<file path="src/rtl/matbi_fnd_pkg.sv">
// Shared definitions for the watch FND scanner: FSM encoding, segment codes, digit count.
package matbi_fnd_pkg;

    typedef enum logic [1:0] {
        S_LATCH = 2'd0,
        S_GUARD = 2'd1,
        S_SHOW  = 2'd2
    } state_t;

    localparam int NUM_DIGITS = 6;

    // Active-low {g,f,e,d,c,b,a}
    localparam logic [6:0] SEG_0     = 7'h40;
    localparam logic [6:0] SEG_1     = 7'h79;
    localparam logic [6:0] SEG_2     = 7'h24;
    localparam logic [6:0] SEG_3     = 7'h30;
    localparam logic [6:0] SEG_4     = 7'h19;
    localparam logic [6:0] SEG_5     = 7'h12;
    localparam logic [6:0] SEG_6     = 7'h02;
    localparam logic [6:0] SEG_7     = 7'h78;
    localparam logic [6:0] SEG_8     = 7'h00;
    localparam logic [6:0] SEG_9     = 7'h10;
    localparam logic [6:0] SEG_BLANK = 7'h7F;
    localparam logic [6:0] SEG_DASH  = 7'h3F;

    function automatic logic [6:0] seg_of(input logic [3:0] bcd);
        logic [6:0] code;
        case (bcd)
            4'd0:    code = SEG_0;
            4'd1:    code = SEG_1;
            4'd2:    code = SEG_2;
            4'd3:    code = SEG_3;
            4'd4:    code = SEG_4;
            4'd5:    code = SEG_5;
            4'd6:    code = SEG_6;
            4'd7:    code = SEG_7;
            4'd8:    code = SEG_8;
            4'd9:    code = SEG_9;
            default: code = SEG_BLANK;
        endcase
        return code;
    endfunction

endpackage

</file>
<file path="src/rtl/matbi_fnd_seg_dec.sv">
// BCD to active-low 7-segment decoder; dash overrides blank, blank overrides the digit.
module matbi_fnd_seg_dec
    import matbi_fnd_pkg::*;
(
    input  logic [3:0] bcd,
    input  logic       blank,
    input  logic       dash,
    output logic [6:0] seg
);

    // Pick dash, blank or the decoded digit
    always_comb begin
        seg = SEG_BLANK;
        if (dash) begin
            seg = SEG_DASH;
        end else if (!blank) begin
            seg = seg_of(bcd);
        end
    end

endmodule

</file>
<file path="src/rtl/matbi_watch_fnd_scan.sv">
// Multiplexed 6-digit FND driver for the watch: snapshot per frame, guard gap, dwell per digit.
//
// state   | meaning
// S_LATCH | capture sec/min/hour snapshot, reset digit index, outputs blank
// S_GUARD | blank gap of P_GUARD cycles before the next digit
// S_SHOW  | current digit lit for max(i_dwell,1) cycles
module matbi_watch_fnd_scan
    import matbi_fnd_pkg::*;
#(
    parameter int P_SEC_BIT       = 6,
    parameter int P_MIN_BIT       = 6,
    parameter int P_HOUR_BIT      = 5,
    parameter int P_DWELL_BIT     = 20,
    parameter int P_GUARD         = 4,
    parameter int P_HOUR_LZ_BLANK = 0
) (
    input  logic                   clk,
    input  logic                   reset,
    input  logic [P_SEC_BIT-1:0]   i_sec,
    input  logic [P_MIN_BIT-1:0]   i_min,
    input  logic [P_HOUR_BIT-1:0]  i_hour,
    input  logic [P_DWELL_BIT-1:0] i_dwell,
    output logic [5:0]             o_an,
    output logic [6:0]             o_seg,
    output logic                   o_dp
);

    localparam int GUARD_BIT = (P_GUARD > 1) ? $clog2(P_GUARD) : 1;
    localparam logic [GUARD_BIT-1:0] GUARD_INIT = GUARD_BIT'(P_GUARD - 1);
    localparam logic [2:0] LAST_IDX = 3'(NUM_DIGITS - 1);
    localparam bit LZ_BLANK = (P_HOUR_LZ_BLANK != 0);

    state_t                 state;
    logic [2:0]             idx;
    logic [GUARD_BIT-1:0]   guard_cnt;
    logic [P_DWELL_BIT-1:0] dwell_cnt;
    logic [P_SEC_BIT-1:0]   snap_sec;
    logic [P_MIN_BIT-1:0]   snap_min;
    logic [P_HOUR_BIT-1:0]  snap_hour;

    logic [P_DWELL_BIT-1:0] dwell_init;
    logic [3:0] sec_ones, sec_tens, min_ones, min_tens, hour_ones, hour_tens;
    logic       sec_bad, min_bad, hour_bad;
    logic [3:0] dig_bcd;
    logic       dig_blank, dig_dash;
    logic [6:0] dig_seg;

    // A dwell of zero behaves as one; the counter is terminal at zero
    assign dwell_init = (i_dwell == '0) ? '0 : i_dwell - P_DWELL_BIT'(1);

    assign sec_ones  = 4'(snap_sec  % P_SEC_BIT'(10));
    assign sec_tens  = 4'(snap_sec  / P_SEC_BIT'(10));
    assign min_ones  = 4'(snap_min  % P_MIN_BIT'(10));
    assign min_tens  = 4'(snap_min  / P_MIN_BIT'(10));
    assign hour_ones = 4'(snap_hour % P_HOUR_BIT'(10));
    assign hour_tens = 4'(snap_hour / P_HOUR_BIT'(10));
    assign sec_bad   = snap_sec  > P_SEC_BIT'(59);
    assign min_bad   = snap_min  > P_MIN_BIT'(59);
    assign hour_bad  = snap_hour > P_HOUR_BIT'(23);

    // Select the BCD value and dash/blank flags for the digit being scanned
    always_comb begin
        dig_bcd   = '0;
        dig_blank = 1'b0;
        dig_dash  = 1'b0;
        case (idx)
            3'd0: begin dig_bcd = sec_ones;  dig_dash = sec_bad;  end
            3'd1: begin dig_bcd = sec_tens;  dig_dash = sec_bad;  end
            3'd2: begin dig_bcd = min_ones;  dig_dash = min_bad;  end
            3'd3: begin dig_bcd = min_tens;  dig_dash = min_bad;  end
            3'd4: begin dig_bcd = hour_ones; dig_dash = hour_bad; end
            3'd5: begin
                dig_bcd   = hour_tens;
                dig_dash  = hour_bad;
                dig_blank = LZ_BLANK && (snap_hour < P_HOUR_BIT'(10));
            end
            default: dig_blank = 1'b1;
        endcase
    end

    matbi_fnd_seg_dec u_seg_dec (
        .bcd   (dig_bcd),
        .blank (dig_blank),
        .dash  (dig_dash),
        .seg   (dig_seg)
    );

    // Frame sequencer: latch, then guard/show for each of the six digits
    always_ff @(posedge clk or posedge reset) begin
        if (reset) begin
            state     <= S_LATCH;
            idx       <= '0;
            guard_cnt <= '0;
            dwell_cnt <= '0;
            snap_sec  <= '0;
            snap_min  <= '0;
            snap_hour <= '0;
        end else begin
            case (state)
                S_LATCH: begin
                    snap_sec  <= i_sec;
                    snap_min  <= i_min;
                    snap_hour <= i_hour;
                    idx       <= '0;
                    guard_cnt <= GUARD_INIT;
                    state     <= S_GUARD;
                end
                S_GUARD: begin
                    if (guard_cnt == '0) begin
                        dwell_cnt <= dwell_init;
                        state     <= S_SHOW;
                    end else begin
                        guard_cnt <= guard_cnt - GUARD_BIT'(1);
                    end
                end
                S_SHOW: begin
                    if (dwell_cnt != '0) begin
                        dwell_cnt <= dwell_cnt - P_DWELL_BIT'(1);
                    end else if (idx == LAST_IDX) begin
                        state <= S_LATCH;
                    end else begin
                        idx       <= idx + 3'd1;
                        guard_cnt <= GUARD_INIT;
                        state     <= S_GUARD;
                    end
                end
                default: state <= S_LATCH;
            endcase
        end
    end

    // Registered pins, one cycle behind the state; anode and segments update together
    always_ff @(posedge clk or posedge reset) begin
        if (reset) begin
            o_an  <= 6'h3F;
            o_seg <= SEG_BLANK;
            o_dp  <= 1'b1;
        end else if (state == S_SHOW) begin
            o_an  <= ~(6'd1 << idx);
            o_seg <= dig_seg;
            o_dp  <= ~(((idx == 3'd2) || (idx == 3'd4)) && !snap_sec[0]);
        end else begin
            o_an  <= 6'h3F;
            o_seg <= SEG_BLANK;
            o_dp  <= 1'b1;
        end
    end

endmodule

</file>
<file path="config.mk">
export PLATFORM = sky130hd
export DESIGN_NAME = matbi_watch_fnd_scan
export DESIGN_NICKNAME = d
export VERILOG_FILES = /design/src/rtl/matbi_fnd_pkg.sv /design/src/rtl/matbi_fnd_seg_dec.sv /design/src/rtl/matbi_watch_fnd_scan.sv
export SDC_FILE = /design/constraint.sdc
export NUM_CORES = 1
export LEC_CHECK = 0
export CAP_MARGIN = 20
export CORE_MARGIN = 3
export CORE_UTILIZATION = 36
export DETAILED_ROUTE_END_ITERATION = 10
export PLACE_DENSITY = 0.57
export RECOVER_POWER = 50
export SYNTH_ARGS = -nofsm -noshare
export SYNTH_HDL_FRONTEND = slang
export SYNTH_SLANG_ARGS = --single-unit
</file>
<file path="constraint.sdc">
create_clock -name clk -period 4.3 [get_ports clk]
set_clock_uncertainty 0.05 [all_clocks]
set_input_delay 0.86 -clock clk [delete_from_list [all_inputs] [get_ports clk]]
set_output_delay 0.86 -clock clk [all_outputs]
set_load 0.03 [all_outputs]
</file>
# [Word-level counts from Yosys, hierarchy flattened]
# Memories as Yosys holds them, arrays and structs flattened.
# Index checks and enable logic that the tools add are counted.
[totals] register_bits=58 mem_bits_ro=112 in_bits=39 out_inout_bits=14 elab_cells=80 n_memories=1
[memory_table] name="(name not given)" words=16 word_bits=7 rd=1 rd_ports_with_merged_regs=0 write_ports=0 line_no="matbi_fnd_pkg.sv:28" text="case (bcd)"
[op_classes] n_addsub=4 div=6 n_lt_le_gt_ge=3 eq_ne=12 n_shift=1 n_mux=22 bitwise=2 n_reduce_logical=19
[ops] op="$mux 20" count=3
[ops] op="$pmux 20 s2" count=1
[ops] op="$sub 20x1->20 const B" count=2
[ops] op="$pmux 4 s6" count=1
[ops] op="$mux 7" count=3
[ops] op="$logic_not 20->1" count=1
[ops] op="$reduce_bool 20->1" count=1
[ops] op="$div 6x4->6 const B" count=2
[ops] op="$gt 6x6->1 const B" count=2
[ops] op="$mod 6x4->6 const B" count=2
[ops] op="$pmux 2 s3" count=2
[ops] op="$mux 2" count=5
[ops] op="$ne 2x2->1 const B" count=5
[ops] op="$eq 3x2->1 const B" count=2
[ops] op="$eq 3x3->1 const B" count=2
[ops] op="$mux 3" count=2
[ops] op="$mux 6" count=1
[ops] op="$not 6->6" count=1
[ops] op="$pmux 3 s2" count=1
[ops] op="$reduce_and 3->1" count=2
[ops] op="$reduce_or 2->1" count=3
[ops] op="$reduce_or 6->1" count=1
[ops] op="$shl 1x3->6 const A" count=1
[ops] op="$div 5x4->5 const B" count=1
[ops] op="other kinds (19)" count=22

# [Depth between registers and ports, before layout]
# Gate-level depths: netlist of run 1.
# An unclocked memory read counts as a cell.
[depth] ltp_word=6 ltp_mapped=19 ltp_nobuf=18

# [Cells and area by module]
# Synthesis of run 1 repeated with hierarchy kept, for this count alone.
[hier_totals] hier_cells=493 area_unflattened_um2=4330.4
[modules_own_cells] module="matbi_watch_fnd_scan" n_inst=1 cells_each=463 area_each_um2=4098.9 seq_area_each_um2=1468.9
[modules_own_cells] module="matbi_fnd_seg_dec" n_inst=1 cells_each=30 area_each_um2=231.5 seq_area_each_um2=0.0

# [Worst setup path after synthesis of run 1]
# Ideal clock, no wire load.
[synth_path] path_type="reg-to-reg" from="register idx[0]" to="register o_seg[5]" setup_ns=0.077 arrival_ns=3.498 required_ns=4.173 setup_slack_ns=0.675 path_stages_with_launch=18 path_buffers=1 period_less_slack_ns=3.625 path_cell_list="dfrtp_1 inv_1 ha_1 buf_6 mux2_4 mux2_4 ha_1 and2_1 a22oi_1 a311oi_1 or2_1 or3_1 nand3_1 inv_1 ha_1 inv_1 nand2b_1 a31oi_1"
[synth_between] elab_chain_len=6 elab_cells_between_ends=16 classes_between="eq/ne (5); mux (5); reduce/logical (5); memory (1)"
[synth_lines] item="start, declared" line_no="matbi_watch_fnd_scan.sv:34" text="logic [2:0] idx;"
[synth_lines] item="start signal, assigned" line_no="matbi_watch_fnd_scan.sv:122" text="idx <= idx + 3'd1;"
[synth_lines] item="$eq 3x3->1, or another cell as far along" line_no="matbi_watch_fnd_scan.sv:66" text="case (idx)"
[synth_lines] item="$pmux 4 s6" line_no="matbi_watch_fnd_scan.sv:66"
[synth_lines] item="$mem_v2 16x7"
[synth_lines] item="$mux 7" line_no="matbi_fnd_seg_dec.sv:16" text="end else if (!blank) begin"
[synth_lines] item="$mux 7 *" line_no="matbi_fnd_seg_dec.sv:14" text="if (dash) begin"
[synth_lines] item="$mux 7 *" line_no="matbi_watch_fnd_scan.sv:138" text="end else if (state == S_SHOW) begin"
[synth_lines] item="end signal, assigned" line_no="matbi_watch_fnd_scan.sv:140" text="o_seg <= dig_seg;"
[synth_lines] item="end, declared" line_no="matbi_watch_fnd_scan.sv:24" text="output logic [6:0] o_seg,"
# Every way passes the cells marked *; elsewhere a longest branch is shown, timed or not.
# A chain may end at the register's enable or synchronous reset.

# [Final worst setup path of run 1]
[layout_path] from="register idx[0]" to="register o_seg[4]"
# Same word-level chain as after synthesis.

==> results of run 1 <==
[through the flow]
step	utilization	std cells	hold WS, ns	worst slack [ns]
CTS	0.457	619	0.431	0.192
detailed placement	0.438	603	0.422	0.218
finish	0.457	620	0.427	0.277
global placement	0.438	603	0.404	0.383
floorplan	-	426	0.390	0.675
global route	0.457	620	0.482	0.000275
[where the power goes]
group / internal [uW] / switching, uW
logic: 659 / 743
clock network: 270 / 216
registers: 759 / 225
total: 1690 / 1180
[sequential cells by signal, summed over array words and instances (netlist names)]
signal / count
dwell_cnt: 20
o_seg: 7
o_an: 6
snap_min: 6
snap_sec: 6
snap_hour: 5
idx: 3
guard_cnt: 2
state: 2
o_dp: 1
[cells by family (layout without fill, tap and decap cells)]
logic type	count (synthesis)	count (layout)	synth area share
DFF	58	58	0.366
adders and majority gates	15	15	0.0468
and+or+nand+nor	149	149	0.200
AOI/OAI and AO/OA	112	112	0.199
xor gates and xnor gates	18	18	0.0393
buffers and inverters	38	96	0.0483
muxes	36	36	0.100
[critical path, delay by kind of cell, from the launching register on]
family                     cells  cell delay [ns]
AOI/OAI and AO/OA              4             0.78
adders and majority gates      3             0.68
buffers and inverters          3             0.33
DFF                            1             0.46
muxes                          2             0.64
and+or+nand+nor                5             0.99
[worst min-delay path by stage]
stage               cells past startpoint                     start                        to  slack [ns]
floorplan                               1  guard_cnt[0]$_DFFE_PP0P_  guard_cnt[0]$_DFFE_PP0P_        0.39
global placement                        1  guard_cnt[0]$_DFFE_PP0P_  guard_cnt[0]$_DFFE_PP0P_        0.40
detailed placement                      1  guard_cnt[0]$_DFFE_PP0P_  guard_cnt[0]$_DFFE_PP0P_        0.42
CTS                                     1  guard_cnt[0]$_DFFE_PP0P_  guard_cnt[0]$_DFFE_PP0P_        0.43
global route                            1  guard_cnt[0]$_DFFE_PP0P_  guard_cnt[0]$_DFFE_PP0P_        0.48
finish                                  1  guard_cnt[0]$_DFFE_PP0P_  guard_cnt[0]$_DFFE_PP0P_        0.43
[synthesized netlist by cell type (2+ instances only)]
| master | count | area, sq um |
|---|---|---|
| dfrtp_1 | 44 | 1100 |
| nand2_1 | 42 | 158 |
| o21ai_0 | 32 | 160 |
| a22o_1 | 19 | 166 |
| mux2_2 | 19 | 214 |
| nor2_1 | 19 | 71.3 |
| inv_1 | 18 | 67.6 |
| nor3_1 | 17 | 85.1 |
| ha_1 | 15 | 188 |
| dfstp_2 | 14 | 368 |
| xnor2_1 | 14 | 123 |
| mux2i_1 | 13 | 130 |
| o22ai_1 | 12 | 75.1 |
| a21oi_1 | 11 | 55.1 |
| nand3_1 | 11 | 55.1 |
| clkbuf_1 | 10 | 37.5 |
| nand2b_1 | 7 | 43.8 |
| nor2b_1 | 7 | 43.8 |
| nor3b_1 | 5 | 37.5 |
| o32ai_1 | 5 | 43.8 |
| or3_1 | 5 | 31.3 |
| nand4_1 | 4 | 25.0 |
| nor4_1 | 4 | 25.0 |
| or4_1 | 4 | 30.0 |
| or4_4 | 4 | 45.0 |
| xor2_1 | 4 | 35.0 |
| a21o_1 | 3 | 22.5 |
| a31oi_1 | 3 | 18.8 |
| and2_1 | 3 | 18.8 |
| buf_4 | 3 | 22.5 |
| mux2_4 | 3 | 45.0 |
| nand3b_1 | 3 | 22.5 |
| o211ai_1 | 3 | 22.5 |
| or2_2 | 3 | 18.8 |
| a221o_1 | 2 | 20.0 |
| a22oi_1 | 2 | 15.0 |
| a311oi_1 | 2 | 17.5 |
| and3_1 | 2 | 12.5 |
| buf_2 | 2 | 10.0 |
| buf_6 | 2 | 22.5 |
| nand4b_1 | 2 | 17.5 |
| o21bai_1 | 2 | 15.0 |
[cell type report]
| type | count | area, sq um | area share |
|---|---|---|---|
| inverters | 19 | 71.3 | 0.0147 |
| flip-flops and latches | 58 | 1470 | 0.303 |
| clock inverters | 2 | 10.0 | 0.00207 |
| multi-input cells | 330 | 2360 | 0.488 |
| repair buffers | 61 | 577 | 0.119 |
| clock buffers | 14 | 183 | 0.0377 |
| well taps | 136 | 170 | 0.0351 |
[routing by layer]
metal	GRT usage	share of wire	up-vias
li1	-	-	1686
met5	0	0	-
met3	0.0359	0.046	14
met4	0.0608	0.020	0
met2	0.247	0.46	77
met1	0.203	0.48	1598
[timing repair]
item                                    in CTS  in global routing
buffers inserted                             0                  1
gates resized for setup                      0                  3
endpoints found under the setup margin       0                  6
==> flow_summary_export.csv, run 1 <==
group,metric,value,unit
floorplanning,std_cell_rows,37,
floorplanning,die_w,112,microns
critical_path,r2r-end,"o_seg[4]$_DFF_PP1_",
logic_synthesis,synthCells,426,
critical_path,startpoint_type,"register",
sta,finalCriticalPeriod,4.02,ns
critical_path,cp_cell_sequence,"inv_1 -> ha_2 -> mux2_4 -> mux2_4 -> ha_1 -> and2_1 -> a22oi_1 -> a211oi_1 -> a311oi_1 -> or2_1 -> or3_1 -> nand3_1 -> inv_1 -> ha_1 -> inv_1 -> nor4_1 -> a21oi_1",
critical_path,cp_common_cell,"inv_1",
job,maxCapViolations,0,
place,hpwl,6.99,mm
cells_and_area,diodes,0,
cells_and_area,mostFrequentLayoutCells,"clkdlybuf4s50_1 (51), dfrtp_1 (43), nand2_1 (42)",
grt,grtUsageTotal,0.155,
cells_and_area,area.growth.synth_to_final,20.8,%
critical_path,cp.arrival,4.23,ns
place,place_congestion,0.876,
sta,finalCritPeriodShare,0.936,
logic_synthesis,synth_edf_count,0,
drt,wl,9.43,mm
place,place_area,4650,sq um
sta,slew_violations,0,
cells_and_area,fill_cells,1050,
clock_tree,cts_tree,"done",
logic_synthesis,yosys_warnings,0,
critical_path,crit_slowest_cell,"dfrtp_2",
logic_synthesis,netlist_area,4010,sq um
clock_tree,cts_max_level,3,
grt,antenna_found_initial,0,
drt,via_count,3375,
clock_tree,clkLatencyLatePin,0.35,ns
logic_synthesis,ys.flop_type,"dfrtp_1",
logic_synthesis,synth_cell_types,69,
clock_tree,root_buffer,"clkbuf_8",
logic_synthesis,ys_seq_elements,58,
clock_tree,max-clock-path-buffers,2,
critical_path,worstSetupStartpoint,"idx[0]$_DFFE_PP0P_",
pwr,ir_drop,0.224,mV
logic_synthesis,synth_nets,480,
critical_path,cp.required,4.51,ns
critical_path,worst-path-max-fanout,9,
critical_path,slowest_delay,0.46,ns
cells_and_area,final_common_cell,"clkdlybuf4s50_1",
sta,setup_viol,0,
sta,hold_viol,0,
floorplanning,dieHeight,112,microns
drt,wl_per_cell,15.2,microns
floorplanning,die-area,12400,sq um
floorplanning,core,10600,sq um
worst_hold_path,min_path_type,"register to register",
cells_and_area,nets,533,
critical_path,reg2reg_depth,17,
grt,grt_pass1_wl,15.8,mm
sta,setup_tns,0,ns
drt,drtIter0Drc,170,
sta,slew_headroom,0.0388,
clock_tree,clkTransAtPathRegs,0.07,ns
drt,detail-route-antenna-nets,0,
critical_path,end_kind,"register",
grt,gr-total-overflow,0,
grt,grt_max_degree,43,
cells_and_area,layout-drive-gt1-share,0.167,
logic_synthesis,synthArstFlopShare,1.00,
critical_path,endpoint,"o_seg[4]$_DFF_PP1_",
place,port_buffers,52,
drt,firstDrtPassIters,4,
clock_tree,hold_buffers,0,
logic_synthesis,seq_area_frac_synth,0.366,
pwr,total_power,2870,uW
critical_path,r2r_start,"idx[0]$_DFFE_PP0P_",
clock_tree,numCtsBuffers,9,
critical_path,r2r_slack,0.28,ns
floorplanning,ioPinCount,53,
cells_and_area,fin_area,4850,sq um
pwr,p_per_area,593,nW/um^2
critical_path,worstSetupPathType,"register to register",
logic_synthesis,avgSynthCellArea,9.42,sq um
sta,rsz0062_at_grt,"false",
grt,grt_pass1_vias,3301,
sta,max_freq,249,MHz
clock_tree,cts.sinks,58,
drt,route.detailed.drc,0,
pwr,leakage,0.00184,uW
sta,worst_pin_slew,1.44,ns
outcome,status,"finished clean",
drt,viasPerCell,5.44,
floorplanning,start_util,0.378,
(Power assumes the default switching activity.)
==> inputs of run 2 (changes only) <==
--- a/constraint.sdc
+++ b/constraint.sdc
@@ -4,2 +4,2 @@
 set_output_delay 0.86 -clock clk [all_outputs]
-set_load 0.03 [all_outputs]
+set_load 0.02 [all_outputs]
==> results of run 2 <==
The final DEF is identical to that of run 1. Status: finished clean.
Main changes from that run: total power 2870 uW -> 2860 uW
==> inputs of run 3 (changes only) <==
- PLACE_DENSITY: 0.57 -> 0.66
==> run 3 against run 2 <==
The run now ends with capacitance limit, slew limit left; via count increased by 3.9%; combinational power about the same; design area rose by 0.77%; final cell count grew 0.65%; critical path depth unchanged; register-to-register slack lost 0.04 ns; die area stayed put; first-iteration DRC count fell by 14%; count of clock-buffer cells in the layout is 1 higher; critical path type unchanged; critical endpoint is now o_seg[1]$_DFF_PP1_; largest cell class unchanged.
==> flow_summary_export.csv, run 3 (same netlist as run 1, synthesis figures left out) <==
group,metric,value,unit
sta,finalCriticalPeriod,4.06,ns
sta,rsz0062_at_grt,"false",
outcome,status,"finished with violations",
grt,grt_pass1_vias,3467,
grt,grt_pass1_wl,16.0,mm
critical_path,cp.required,4.54,ns
drt,wl_per_cell,15.0,microns
critical_path,worstSetupPathType,"register to register",
cells_and_area,largest_reg_flops,20,
floorplanning,ioPinCount,53,
cells_and_area,utilization,0.461,
place,port_buffers,52,
sta,setup_viol,0,
drt,wl,9.37,mm
critical_path,slowest_delay,0.43,ns
clock_tree,max-clock-path-buffers,2,
pwr,internal_power,1730,uW
sta,finalCritPeriodShare,0.944,
critical_path,cp_top_family,"simple AND/OR/NAND/NOR gates",
clock_tree,numCtsBuffers,9,
cells_and_area,diodes,0,
critical_path,startpoint_type,"register",
sta,max_freq,246,MHz
clock_tree,clkLatencyLatePin,0.34,ns
clock_tree,root_buffer,"clkbuf_8",
cells_and_area,regMostFlops,"dwell_cnt",
cells_and_area,fin_cells,624,
critical_path,crit_buf_inv,3,
cells_and_area,reg.largest.list,"dwell_cnt (20), o_seg (7)",
clock_tree,cts_max_level,3,
sta,slew_violations,33,
pwr,p_per_area,595,nW/um^2
floorplanning,die-area,12400,sq um
floorplanning,dieHeight,112,microns
sta,hold_viol,0,
grt,gr-total-overflow,0,
cells_and_area,layout-drive-gt1-share,0.174,
drt,detail-route-antenna-nets,0,
drt,firstDrtPassIters,4,
grt,grtUsageTotal,0.153,
sta,setup_tns,0,ns
clock_tree,clkTransAtPathRegs,0.07,ns
sta,slew_headroom,-0.0866,
cells_and_area,mostFrequentLayoutCells,"clkdlybuf4s50_1 (51), dfrtp_1 (43), nand2_1 (42)",
critical_path,cp.arrival,4.30,ns
job,maxCapViolations,1,
clock_tree,hold_buffers,0,
worst_hold_path,min_path_type,"register to register",
floorplanning,std_cell_rows,37,
critical_path,worst-path-max-fanout,7,
cells_and_area,area.growth.synth_to_final,21.7,%
critical_path,cp_cell_sequence,"inv_1 -> ha_1 -> buf_4 -> mux2i_1 -> mux2i_2 -> inv_1 -> ha_1 -> and2_1 -> a22oi_1 -> a311oi_1 -> or2_1 -> or3_1 -> nand3_1 -> ha_1 -> nand2b_1 -> nand2_1 -> a21o_1",
pwr,switching_share,0.406,
pwr,switchingPower,1180,uW
place,place_congestion,0.867,
pwr,ir_drop,0.253,mV
clock_tree,cts_tree,"done",
outcome,violations,"capacitance limit, slew limit",
place,dp_cells,605,
drt,drtIter0Drc,146,
critical_path,cp_common_cell,"ha_1",
pwr,pwr-share-clk,0.175,
drt,viasPerCell,5.62,
pwr,combPwrFrac,0.489,
critical_path,end_kind,"register",
critical_path,crit_slowest_cell,"dfrtp_1",
cells_and_area,nets,537,
grt,grt_max_degree,42,
floorplanning,core,10600,sq um
place,hpwl,6.95,mm
cells_and_area,final_common_cell,"clkdlybuf4s50_1",
drt,route.detailed.drc,0,
clock_tree,cts.sinks,58,
pwr,leakage,0.00186,uW
floorplanning,die_w,112,microns
floorplanning,start_util,0.378,
pwr,seqPwrFrac,0.337,
grt,antenna_found_initial,0,
cells_and_area,fill_cells,1027,
sta,worst_pin_slew,1.63,ns
drt,via_count,3505,
-- run 3: layout make-up --
type | instances | area [sq um] | area share
Clock buffer | 15 | 198 | 0.0405
Inverter | 19 | 71.3 | 0.0146
Timing Repair Buffer | 65 | 611 | 0.125
Sequential cell | 58 | 1470 | 0.301
Multi-Input combinational cell | 330 | 2360 | 0.483
Clock inverter | 1 | 5.00 | 0.00102
Tap cell | 136 | 170 | 0.0348
-- run 3: timing repair --
item / CTS / global route
resized for setup: 0 / 3
buffers inserted: 0 / 3
setup endpoints to repair: 0 / 7
-- run 3: final timing paths --
check	startpoint	to	slack [ns]	depth (start not counted)
worst max-delay path	idx[1]$_DFFE_PP0P_	o_seg[1]$_DFF_PP1_	0.24	17
worst min-delay path	guard_cnt[0]$_DFFE_PP0P_	guard_cnt[0]$_DFFE_PP0P_	0.44	1
worst max register to register	idx[1]$_DFFE_PP0P_	o_seg[1]$_DFF_PP1_	0.24	17
worst min register to register	guard_cnt[0]$_DFFE_PP0P_	guard_cnt[0]$_DFFE_PP0P_	0.44	1
max in group asynchronous	reset	idx[0]$_DFFE_PP0P_	0.89	3
min in group asynchronous	reset	dwell_cnt[0]$_DFFE_PP0P_	1.16	2
-- run 3: power groups by stage --
| stage | clock network (uW) | registers, uW | logic (uW) |
|---|---|---|---|
| floorplan | 0 | 919 | 1110 |
| global placement | 0 | 976 | 1330 |
| detailed placement | 0 | 979 | 1390 |
| CTS | 518 | 974 | 1390 |
| global route | 539 | 1010 | 1590 |
| finish | 507 | 979 | 1420 |
-- run 3: metal layers --
layer / GRT usage / vias to the layer above / wire [microns]
li1: - / 1690 / -
met4: 0.0519 / 0 / 236
met5: 0 / - / 0
met3: 0.0386 / 24 / 472
met1: 0.188 / 1684 / 4060
met2: 0.261 / 107 / 4600
-- run 3: per-stage QoR --
step | setup WS, ns | instance area (sq um) | total power, uW | hold WS, ns
2_1_floorplan | 0.675 | 4010 | 2030 | 0.390
3_3_place_gp | 0.401 | 4660 | 2310 | 0.405
3_5_place_dp | 0.147 | 4660 | 2370 | 0.434
4_1_cts | 0.107 | 4860 | 2880 | 0.442
5_1_grt | 0.0196 | 4880 | 3140 | 0.474
6_report | 0.240 | 4880 | 2900 | 0.438
